===== src/rtl/rom_reader.sv =====
// Burst reader for a registered synchronous ROM.
// Issues credit-limited reads and streams words out through a 4-entry FIFO.
module rom_reader #(
  parameter int DATA_W = 8,
  parameter int ADDR_W = 3
) (
  input  logic              clk,
  input  logic              rst_n,
  input  logic              start,
  input  logic [ADDR_W-1:0] start_addr,
  input  logic [ADDR_W:0]   len,
  output logic              cs_n,
  output logic [ADDR_W-1:0] addm,
  input  logic [DATA_W-1:0] dout,
  output logic [DATA_W-1:0] m_data,
  output logic              m_valid,
  input  logic              m_ready,
  output logic              m_last,
  output logic              busy,
  output logic              done
);

  typedef enum logic [1:0] {
    IDLE,
    READ,
    DRAIN
  } state_e;

  localparam int DEPTH = 4;
  localparam logic [ADDR_W:0] REM_ONE = 1;
  localparam logic [ADDR_W-1:0] ADDR_ONE = 1;

  state_e state_q, state_d;
  logic [ADDR_W-1:0] addr_q, addr_d;
  logic [ADDR_W-1:0] addm_q, addm_d;
  logic [ADDR_W:0]   rem_q, rem_d;
  logic cs_n_q, cs_n_d;
  logic last_q, last_d;
  logic rd_q, rd_d;
  logic rd_last_q, rd_last_d;
  logic done_q, done_d;
  logic [DATA_W:0] mem_q [DEPTH];
  logic [DATA_W:0] mem_d [DEPTH];
  logic [1:0] wp_q, wp_d;
  logic [1:0] rp_q, rp_d;
  logic [2:0] cnt_q, cnt_d;

  logic [2:0] inflight;
  logic       issue;
  logic       push;
  logic       pop;
  logic       head_last;

  always_comb begin
    inflight  = {2'b0, ~cs_n_q} + {2'b0, rd_q};
    // credit counts buffered plus in-flight words; same-cycle pops ignored
    issue     = (state_q == READ) && ((cnt_q + inflight) < 3'd4);
    push      = rd_q;
    pop       = (cnt_q != 3'd0) && m_ready;
    head_last = mem_q[rp_q][DATA_W];

    state_d   = state_q;
    addr_d    = addr_q;
    addm_d    = addm_q;
    rem_d     = rem_q;
    cs_n_d    = 1'b1;
    last_d    = 1'b0;
    rd_d      = ~cs_n_q;
    rd_last_d = last_q;
    done_d    = pop && head_last;

    unique case (state_q)
      IDLE: begin
        if (start) begin
          if (len != '0) begin
            addr_d  = start_addr;
            rem_d   = len;
            state_d = READ;
          end else begin
            done_d  = 1'b1;
          end
        end
      end
      READ: begin
        if (issue) begin
          cs_n_d = 1'b0;
          addm_d = addr_q;
          addr_d = addr_q + ADDR_ONE;
          rem_d  = rem_q - REM_ONE;
          last_d = (rem_q == REM_ONE);
          if (rem_q == REM_ONE) state_d = DRAIN;
        end
      end
      DRAIN: begin
        if (pop && head_last) state_d = IDLE;
      end
      default: state_d = IDLE;
    endcase

    mem_d = mem_q;
    if (push) mem_d[wp_q] = {rd_last_q, dout};
    wp_d  = wp_q + {1'b0, push};
    rp_d  = rp_q + {1'b0, pop};
    cnt_d = cnt_q + {2'b0, push} - {2'b0, pop};
  end

  always_ff @(posedge clk or negedge rst_n) begin
    if (!rst_n) begin
      state_q   <= IDLE;
      addr_q    <= '0;
      addm_q    <= '0;
      rem_q     <= '0;
      cs_n_q    <= 1'b1;
      last_q    <= 1'b0;
      rd_q      <= 1'b0;
      rd_last_q <= 1'b0;
      done_q    <= 1'b0;
      wp_q      <= '0;
      rp_q      <= '0;
      cnt_q     <= '0;
      for (int i = 0; i < DEPTH; i++) mem_q[i] <= '0;
    end else begin
      state_q   <= state_d;
      addr_q    <= addr_d;
      addm_q    <= addm_d;
      rem_q     <= rem_d;
      cs_n_q    <= cs_n_d;
      last_q    <= last_d;
      rd_q      <= rd_d;
      rd_last_q <= rd_last_d;
      done_q    <= done_d;
      wp_q      <= wp_d;
      rp_q      <= rp_d;
      cnt_q     <= cnt_d;
      for (int i = 0; i < DEPTH; i++) mem_q[i] <= mem_d[i];
    end
  end

  assign cs_n    = cs_n_q;
  assign addm    = addm_q;
  assign m_valid = (cnt_q != 3'd0);
  assign m_data  = mem_q[rp_q][DATA_W-1:0];
  assign m_last  = m_valid && head_last;
  assign busy    = (state_q != IDLE);
  assign done    = done_q;

endmodule


===== config.mk =====
export PLATFORM = sky130hd
export DESIGN_NAME = rom_reader
export DESIGN_NICKNAME = d
export VERILOG_FILES = /design/src/rtl/rom_reader.sv
export SDC_FILE = /design/constraint.sdc
export NUM_CORES = 1
export LEC_CHECK = 0
export CAP_MARGIN = 20
export CORE_MARGIN = 2
export CORE_UTILIZATION = 50
export DETAILED_ROUTE_END_ITERATION = 6
export GPL_ROUTABILITY_DRIVEN = 0
export PLACE_DENSITY = 0.7
export SYNTH_ARGS = -nofsm -noshare
export SYNTH_HDL_FRONTEND = slang
export SYNTH_SLANG_ARGS = --single-unit

===== constraint.sdc =====
create_clock -name clk -period 5.7 [get_ports clk]
set_clock_uncertainty 0.05 [all_clocks]
set_input_delay 1.14 -clock clk [delete_from_list [all_inputs] [get_ports clk]]
set_output_delay 1.14 -clock clk [all_outputs]
set_load 0.005 [all_outputs]

# After elaboration in Yosys (flattened, before gate mapping)
# Index checks and enable logic that the tools add are counted.
# Widths: inputs -> output; s select.
# op_classes
order_cmp	4
muxes	27
n_addsub	8
reduce_logical	13
bitwise_logic	3
eq_ne	8
# op_table
cell	count
$bwmux 36	1
$mux 9	3
$bmux 9 s2	1
$demux 9 s2	1
$mux 4	3
$mux 2	5
$mux 3	3
$ne 2x2->1 const B	4
$pmux 4 s2	1
$mux 1	7
$ge 3x3->1 const B	2
$not 2->3	2
$pmux 2 s3	1
$pmux 3 s2	1
$logic_and 1x1->1	5
$reduce_and 5->1	1
$add 2x1->2	2
$eq 4x1->1 const B	1
$reduce_and 4->1	1
$reduce_bool 2->1	2
$reduce_bool 4->1	1
$sub 4x1->4 const B	1
$add 3x1->3	1
$add 3x1->3 const B	1
12 further kinds	12
# totals
word_cells	79
ff_bits	60
output_inout_bits	16

# Depth between registers and ports, before layout
# Gate-level depths: netlist (run 1).
# depth
depth_word	8
depth_mapped	9
depth_no_buf	8

# Worst setup path after synthesis (run 1)
# OpenSTA, ideal clock, no wires.
# synth_timing
path_type	input -> register
start	in m_ready
end	reg cnt_q[2]
cell_stages	7
setup_ns	0.126
slack_ns	3.317
n_path_buf	0
arrival_time_ns	2.207
t_required_ns	5.524
path_cell_list	nand2_1 or2_2 nand2_1 ha_1 fa_1 xnor2_1 xnor2_1
# synth_via
elab_chain_cells	2
# synth_lines
element	line_no	source
start, declared	17	input logic m_ready,
$logic_and 1x1->1	59	pop = (cnt_q != 3'd0) && m_ready;
$sub 3x1->3	104	cnt_d = cnt_q + {2'b0, push} - {2'b0, pop};
named net cnt_d[2]	46	logic [2:0] cnt_q, cnt_d;
end signal, assigned	134	cnt_q <= cnt_d;
end, declared	46	
# The timed path passes the listed nets, and every way through them passes these cells.
# A chain may end at the register's enable or synchronous reset.

# Worst setup path after layout (run 1)
# layout_timing
start	reg rp_q[0]
end	out m_last
# layout_via
elab_chain_cells	5
# layout_lines
element	line_no	source
start, declared	45	logic [1:0] rp_q, rp_d;
start signal, assigned	133	rp_q <= rp_d;
$not 2->3 (implied by the code)	60	head_last = mem_q[rp_q][DATA_W];
$bmux 9 s2	60	
$mux 9 (2 in a row)	--	
$logic_and 1x1->1	143	assign m_last = m_valid && head_last;
end, declared	18	output logic m_last,
# Every way passes these cells. The select of a mux whose other input is x is not followed.

==> run metrics, run 1 <==
row cnt=28; Final Hold Viols=0; chip height=81.08 um; Syn. warnings=0; biggest area consumer among synthesized cells=dfrtp_1; CP bufs+invs=1; Worst Tran Pin Value=735.2 ps; Static Leak=1.486 nW; Worst Setup Path Type=register to primary output; vias per inst=5.648; H-tree levels=3; PD cells=622.1 mW/mm^2; Nets=about 280; Max-cap violations=0; Cells after DPL=322; Residual DRC=0; combinational power share=42.9%; Seq. cell area=0.001503 sq mm; non-filler cells in the finished layout=about 340; Final setup violation count=0; register area share after synthesis=50.59%; Reg power frac=between 30% and 40%; I/O Pins=35; most frequent cells in the layout=dfrtp_1 (59), mux2_2 (39), clkdlybuf4s50_1 (33), clkbuf_8 (12), mux4_2 (9); syn nets=between 200 and 250; Sw Ratio=32.40%; Die ar.=between 0.006 and 0.007 sq mm; Worst Setup End Kind=primary output; placed cell areas=0.003359 sq mm; PostCTS Resize Cnt=0; drt pass-1 iters=4; multi-input logic area=between 0.001 and 0.0015 sq mm; worst-path fanout max=11; Tmin final=around 3500 ps; crit-path cells=mux4_2 > and2_1 > clkdlybuf4s50_1; commonest non-fill, non-tap cell in the layout=dfrtp_1; RSZ-0062 raised after global routing=no; overall routing resource usage=19.53%; Netlist cell types=between 50 and 60; Pint=0.001512 W; CTS Buf Count=9; initial antenna violation count=0; Hold/Removal Path Class=register to register; port bufs=34; first-pass GRT wire length=between 9000 and 10000 um; vias in the first global route=1891; core area=0.005816 sq mm; period utilization=60.97%; clk slew on worst S/H paths=around 60 ps; WP data arrival=roughly 2300 ps; Synth Cell Area=0.002970 sq mm; CP startpoint kind=register; Root Driver=clkbuf_8; outcome=complete, no violations; CTS Sinks=60; final HPWL from detailed placement=between 3000 and 4000 um; Switch Pwr=0.0007245 W; grt total ovfl=0; CP delay by family, top=flip-flops; slowest CP cell=dfrtp_1; Clk pwr share=19.7%; area grow syn2layout=21.02%; # Post-CTS Setup Buffers=0; die width=just over 80 um; DRT iter0 DRCs=79; Syn Area/Cell=between 10 and 15 sq um; slew margin rel.=50.99%; clk_lat worst skew=330 ps; final WL=5471 um; layout cells sized above 1=about 32%; Min Hold Slack=297.4 ps; VDD IR-drop max=0.0002997 V; CTS Buffer Depth=2; CP max stage delay=760 ps; Setup TNS=0 ps; share of the synthesized area in the top cell type=between 40 and 50%; ANT cells=0; ANT nets after route=0; Slew Viols, Final=0; effective utilization at floorplan=51.08%; Final Cell Area=0.003595 sq mm; leading post-synthesis cells by cell area=dfrtp_1 (50%), mux2_2 (15%), mux4_2 (6.8%); Mapped Cells=220; Synth Register Bits=60; CTS Hold Bufs=0; Worst Path Required=4510 ps; Max Fclk=287.7 MHz; total power draw=0.002236 W; CTS tree=yes; post-DR wirelength/cell=16.19 um; Vias=1909; largest net degree at the start of global routing=61; fill count=507
==> layout make-up <==
cell class / count / area share (%)
Clock buffer: 12 / 4.594
Clock inverter: 4 / 1.949
Inverter: 6 / 0.6265
Timing Repair Buffer: 36 / 9.746
Tap cell: 75 / 2.611
Sequential cell: 60 / 41.80
Multi-Input combinational cell: 145 / 38.67
==> cells by family after synthesis <==
family	synth area share [%]
flip-flops	50.59
AND/OR/NAND/NOR	11.88
multiplexers	21.95
AO/OA/AOI/OAI	8.299
buffers and inverters	2.611
adder cells (fa/ha/maj)	3.201
XOR/XNOR	1.474
==> state kept, by name, indices dropped and copies added (netlist names), 2 cells and up <==
register	cells
mem_q	36
wp_q	2
rp_q	2
cnt_q	3
addm	3
rem_q	4
addr_q	3
state_q	2
==> layer usage <==
layer | share of wire, % | vias to the layer above | GRT usage [%]
met3 | 5.1 | 9 | 4.778
met2 | 46 | 49 | 29.17
li1 | - | 904 | -
met1 | 47 | 947 | 27.17
met5 | 0 | - | 0
met4 | 1.4 | 0 | 8.644
==> power by group through the flow <==
stage	clock, W	sequential, W	combinational, W
floorplan	0	0.000741	0.000753
global placement	0	0.000840	0.000955
detailed placement	0	0.000845	0.000973
CTS	0.000450	0.000839	0.000972
global route	0.000468	0.000874	0.00105
finish	0.000441	0.000836	0.000960
==> synthesized netlist by cell type, drive strengths merged <==
cell / n
a211o: 1
a211oi: 5
a21boi: 1
a21o: 1
a21oi: 7
a221oi: 1
a2bb2oi: 1
a311oi: 1
a31oi: 1
and2: 2
buf: 7
clkbuf: 2
dfrtp: 59
dfstp: 1
fa: 1
ha: 6
inv: 6
mux2: 39
mux2i: 1
mux4: 9
nand2: 6
nand3: 8
nand3b: 4
nor2: 8
nor2b: 1
nor3: 8
nor3b: 1
nor4: 5
o211ai: 2
o21a: 1
o21ai: 1
o221ai: 1
o22ai: 1
o31ai: 2
o32a: 1
o32ai: 3
or2: 2
or2b: 1
or3: 5
or3b: 1
or4: 1
xnor2: 4
xor2: 1
==> worst paths after layout <==
| kind | startpoint | endpoint | slack (ps) | cells past startpoint |
|---|---|---|---|---|
| worst max-delay path | rp_q[0]$_DFF_PN0_ | m_last | 2220 | 3 |
| min in group asynchronous | rst_n | mem_q[12]$_DFFE_PN0P_ | 900 | 2 |
| worst max register to register | cs_n$_DFF_PN1_ | addm[2]$_DFFE_PN0P_ | 3400 | 7 |
| worst min-delay path | last_q$_DFF_PN0_ | rd_last_q$_DFF_PN0_ | 300 | 0 |
| max in group asynchronous | rst_n | cnt_q[2]$_DFF_PN0_ | 4210 | 2 |
| worst min register to register | last_q$_DFF_PN0_ | rd_last_q$_DFF_PN0_ | 300 | 0 |
==> stage by stage <==
step / util [%] / setup slack (ps)
2_1_floorplan: - / 3317
3_3_place_gp: 57.77 / 2542
3_5_place_dp: 57.77 / 2533
4_1_cts: 61.81 / 2166
5_1_grt: 61.81 / 2094
6_report: 61.81 / 2225
No activity file was read; power rests on OpenSTA's default activity.
==> run 2, diff against run 1 <==
--- a/config.mk
+++ b/config.mk
@@ -10,7 +10,7 @@
 export CORE_UTILIZATION = 50
 export DETAILED_ROUTE_END_ITERATION = 6
 export GPL_ROUTABILITY_DRIVEN = 0
-export PLACE_DENSITY = 0.7
+export PLACE_DENSITY = 0.72
 export SYNTH_ARGS = -nofsm -noshare
 export SYNTH_HDL_FRONTEND = slang
 export SYNTH_SLANG_ARGS = --single-unit
==> constraint.sdc (replaced) <==
create_clock -name clk -period 2.8 [get_ports clk]
set_clock_uncertainty 0.05 [all_clocks]
set_input_delay 0.56 -clock clk [delete_from_list [all_inputs] [get_ports clk]]
set_output_delay 0.56 -clock clk [all_outputs]
set_load 0.005 [all_outputs]
==> run metrics, run 2 (synthesis gave the netlist of run 1 again) <==
Hold/Removal Path Class=input port to asynchronous set/reset pin (was register to register); Largest Register=mem_q (unchanged); port bufs=34 (unchanged); WP depth=3 (unchanged); PD cells=1252 mW/mm^2 (was 622.1 mW/mm^2); Largest regs=mem_q (36), rem_q (4) (unchanged); CP startpoint kind=register (unchanged); Worst Setup SP=rp_q[0]$_DFF_PN0_ (unchanged); row cnt=28 (unchanged); first-pass GRT wire length=9563 um (was 9459 um); WP data arrival=2010 ps (was 2290 ps); clk slew on worst S/H paths=70 ps (was 60 ps); clk_lat worst skew=330 ps (about the same); Worst Setup End Kind=primary output (unchanged); largest net degree at the start of global routing=35 (was 61); slew margin rel.=58.32% (was 50.99%); final WL=5795 um (was 5471 um); effective utilization at floorplan=51.08% (unchanged); H-tree levels=3 (unchanged); PostCTS Resize Cnt=0 (unchanged); final HPWL from detailed placement=4038 um (was 3754 um); Max-cap violations=0 (unchanged); Max Fclk=between 300 and 400 MHz; CTS Sinks=60 (unchanged); core area=0.005816 sq mm (unchanged); worst-path fanout max=8 (was 11); Root Driver=clkbuf_8 (unchanged); Tmin final=2624 ps; met3 global-route usage=6.333% (was 4.778%); CP max stage delay=530 ps (was 760 ps); Residual DRC=0 (unchanged); vias per inst=5.787 (was 5.648); Worst Tran Pin Value=625.2 ps (was 735.2 ps); period utilization=a little over nine tenths; overall routing resource usage=19.76% (was 19.53%); Worst Path Required=2190 ps (was 4510 ps); Die ar.=0.006573 sq mm (unchanged); outcome=complete, no violations (unchanged); reg2reg end=addm[2]$_DFFE_PN0P_ (unchanged); ANT cells=0 (unchanged); non-filler cells in the finished layout=342 (was 338); # Post-CTS Setup Buffers=0 (unchanged); max reg flops=36 (unchanged); Vias=1979 (was 1909); Min Hold Slack=191.8 ps (was 297.4 ps); Setup TNS=0 ps (unchanged); slowest CP cell=mux4_2 (was dfrtp_1); DRT iter0 DRCs=81 (was 79); R2R setup slack=530 ps (was 3400 ps); CTS Buffer Depth=2 (unchanged); most frequent cells in the layout=dfrtp_1 (59), mux2_2 (39), clkdlybuf4s50_1 (33), clkbuf_8 (11), mux4_2 (9) (was dfrtp_1 (59), mux2_2 (39), clkdlybuf4s50_1 (33), clkbuf_8 (12), mux4_2 (9)); Final WS setup=175.7 ps (was 2225 ps); CTS Buf Count=9 (unchanged); Static Leak=1.490 nW (was 1.486 nW); Worst Setup Path Type=register to primary output (unchanged); commonest non-fill, non-tap cell in the layout=dfrtp_1 (unchanged); Final setup violation count=0 (unchanged); M2 GR Usage=32.07% (was 29.17%); CP bufs+invs=2 (was 1); M1 GR Usage=25.37% (was 27.17%); vias in the first global route=1943 (was 1891); die width=81.08 um (unchanged); VDD IR-drop max=0.0005606 V (was 0.0002997 V); Most Crowded Layer GR=met2 (unchanged); layout cells sized above 1=32.96% (was 32.32%); initial antenna violation count=0 (unchanged); CTS Hold Bufs=0 (unchanged); area grow syn2layout=21.36% (was 21.02%); Nets=288 (was 284); Cells after DPL=326 (was 322); CP Capture Point=m_data[5] (was m_last); Slew Viols, Final=0 (unchanged); chip height=81.08 um (unchanged); I/O Pins=35 (unchanged); grt total ovfl=0 (unchanged); Final Hold Viols=0 (unchanged); reg2reg start=cs_n$_DFF_PN1_ (unchanged); drt pass-1 iters=4 (unchanged); crit-path cells=buf_4 > mux4_2 > clkdlybuf4s50_1 (was mux4_2 > and2_1 > clkdlybuf4s50_1); CTS tree=yes (unchanged); ANT nets after route=0 (unchanged); RSZ-0062 raised after global routing=no (unchanged); Place WS=436.2 ps (was 2533 ps); CP delay by family, top=buffers and inverters (was flip-flops); post-DR wirelength/cell=16.94 um (was 16.19 um); total power draw=0.004512 W (was 0.002236 W); Reg2Reg Depth=7 (unchanged)
run 2: cell types whose count changed in the layout (fill, tap and decap cells not counted):
cell	change
buf_4	+3
buf_12	+1
clkbuf_8	-1
bufinv_16	-1
clkbuf_1	+1
clkinvlp_4	+1
run 2: area by class of cell:
type | instances | area, sq um
clock buffer | 12 | 155.1
sequential | 60 | 1503
timing repair buffer | 40 | 392.9
inverter | 6 | 22.52
fill | 478 | 2211
clock inverter | 4 | 47.55
multi-input combinational | 145 | 1390
tap | 75 | 93.84
run 2: metrics by stage:
stage	area, sq um	utilization (%)
after floorplan	2970	-
after global placement	3402	58.50
after detailed placement	3402	58.50
after CTS	3605	61.98
after global routing	3605	61.98
final	3605	61.98
run 2: where the power goes:
group / internal [W] / total, W / switching [W]
Sequential: 0.00130 / 0.00161 / 0.000312
Clock: 0.000457 / 0.000782 / 0.000325
Combinational: 0.00124 / 0.00212 / 0.000872
Total: 0.00300 / 0.00451 / 0.00151
run 2: worst min path at each step:
stage,slack (ps),to,cells past startpoint,from
floorplan,210,addm[0]$_DFFE_PN0P_,0,rst_n
global placement,290,rd_last_q$_DFF_PN0_,0,last_q$_DFF_PN0_
detailed placement,280,rd_last_q$_DFF_PN0_,0,last_q$_DFF_PN0_
CTS,210,mem_q[18]$_DFFE_PN0P_,1,rst_n
global route,230,mem_q[21]$_DFFE_PN0P_,1,rst_n
finish,190,mem_q[12]$_DFFE_PN0P_,1,rst_n
run 2: worst register-to-register path, stage by stage, from the launching register on:
cell and delay [ps]:
dfstp_2 540, inv_1 50, ha_1 330, a21o_4 240, a21boi_2 370, nor4_4 100, inv_2 140, mux2_2 350
run 2: layer usage:
metal  up-vias  wire, um  share of wire [%]
li1        921         -                  -
met1       995      2548                 44
met2        57      2928                 51
met3         6       273                4.7
met4         0        44               0.76
met5         -         0                  0
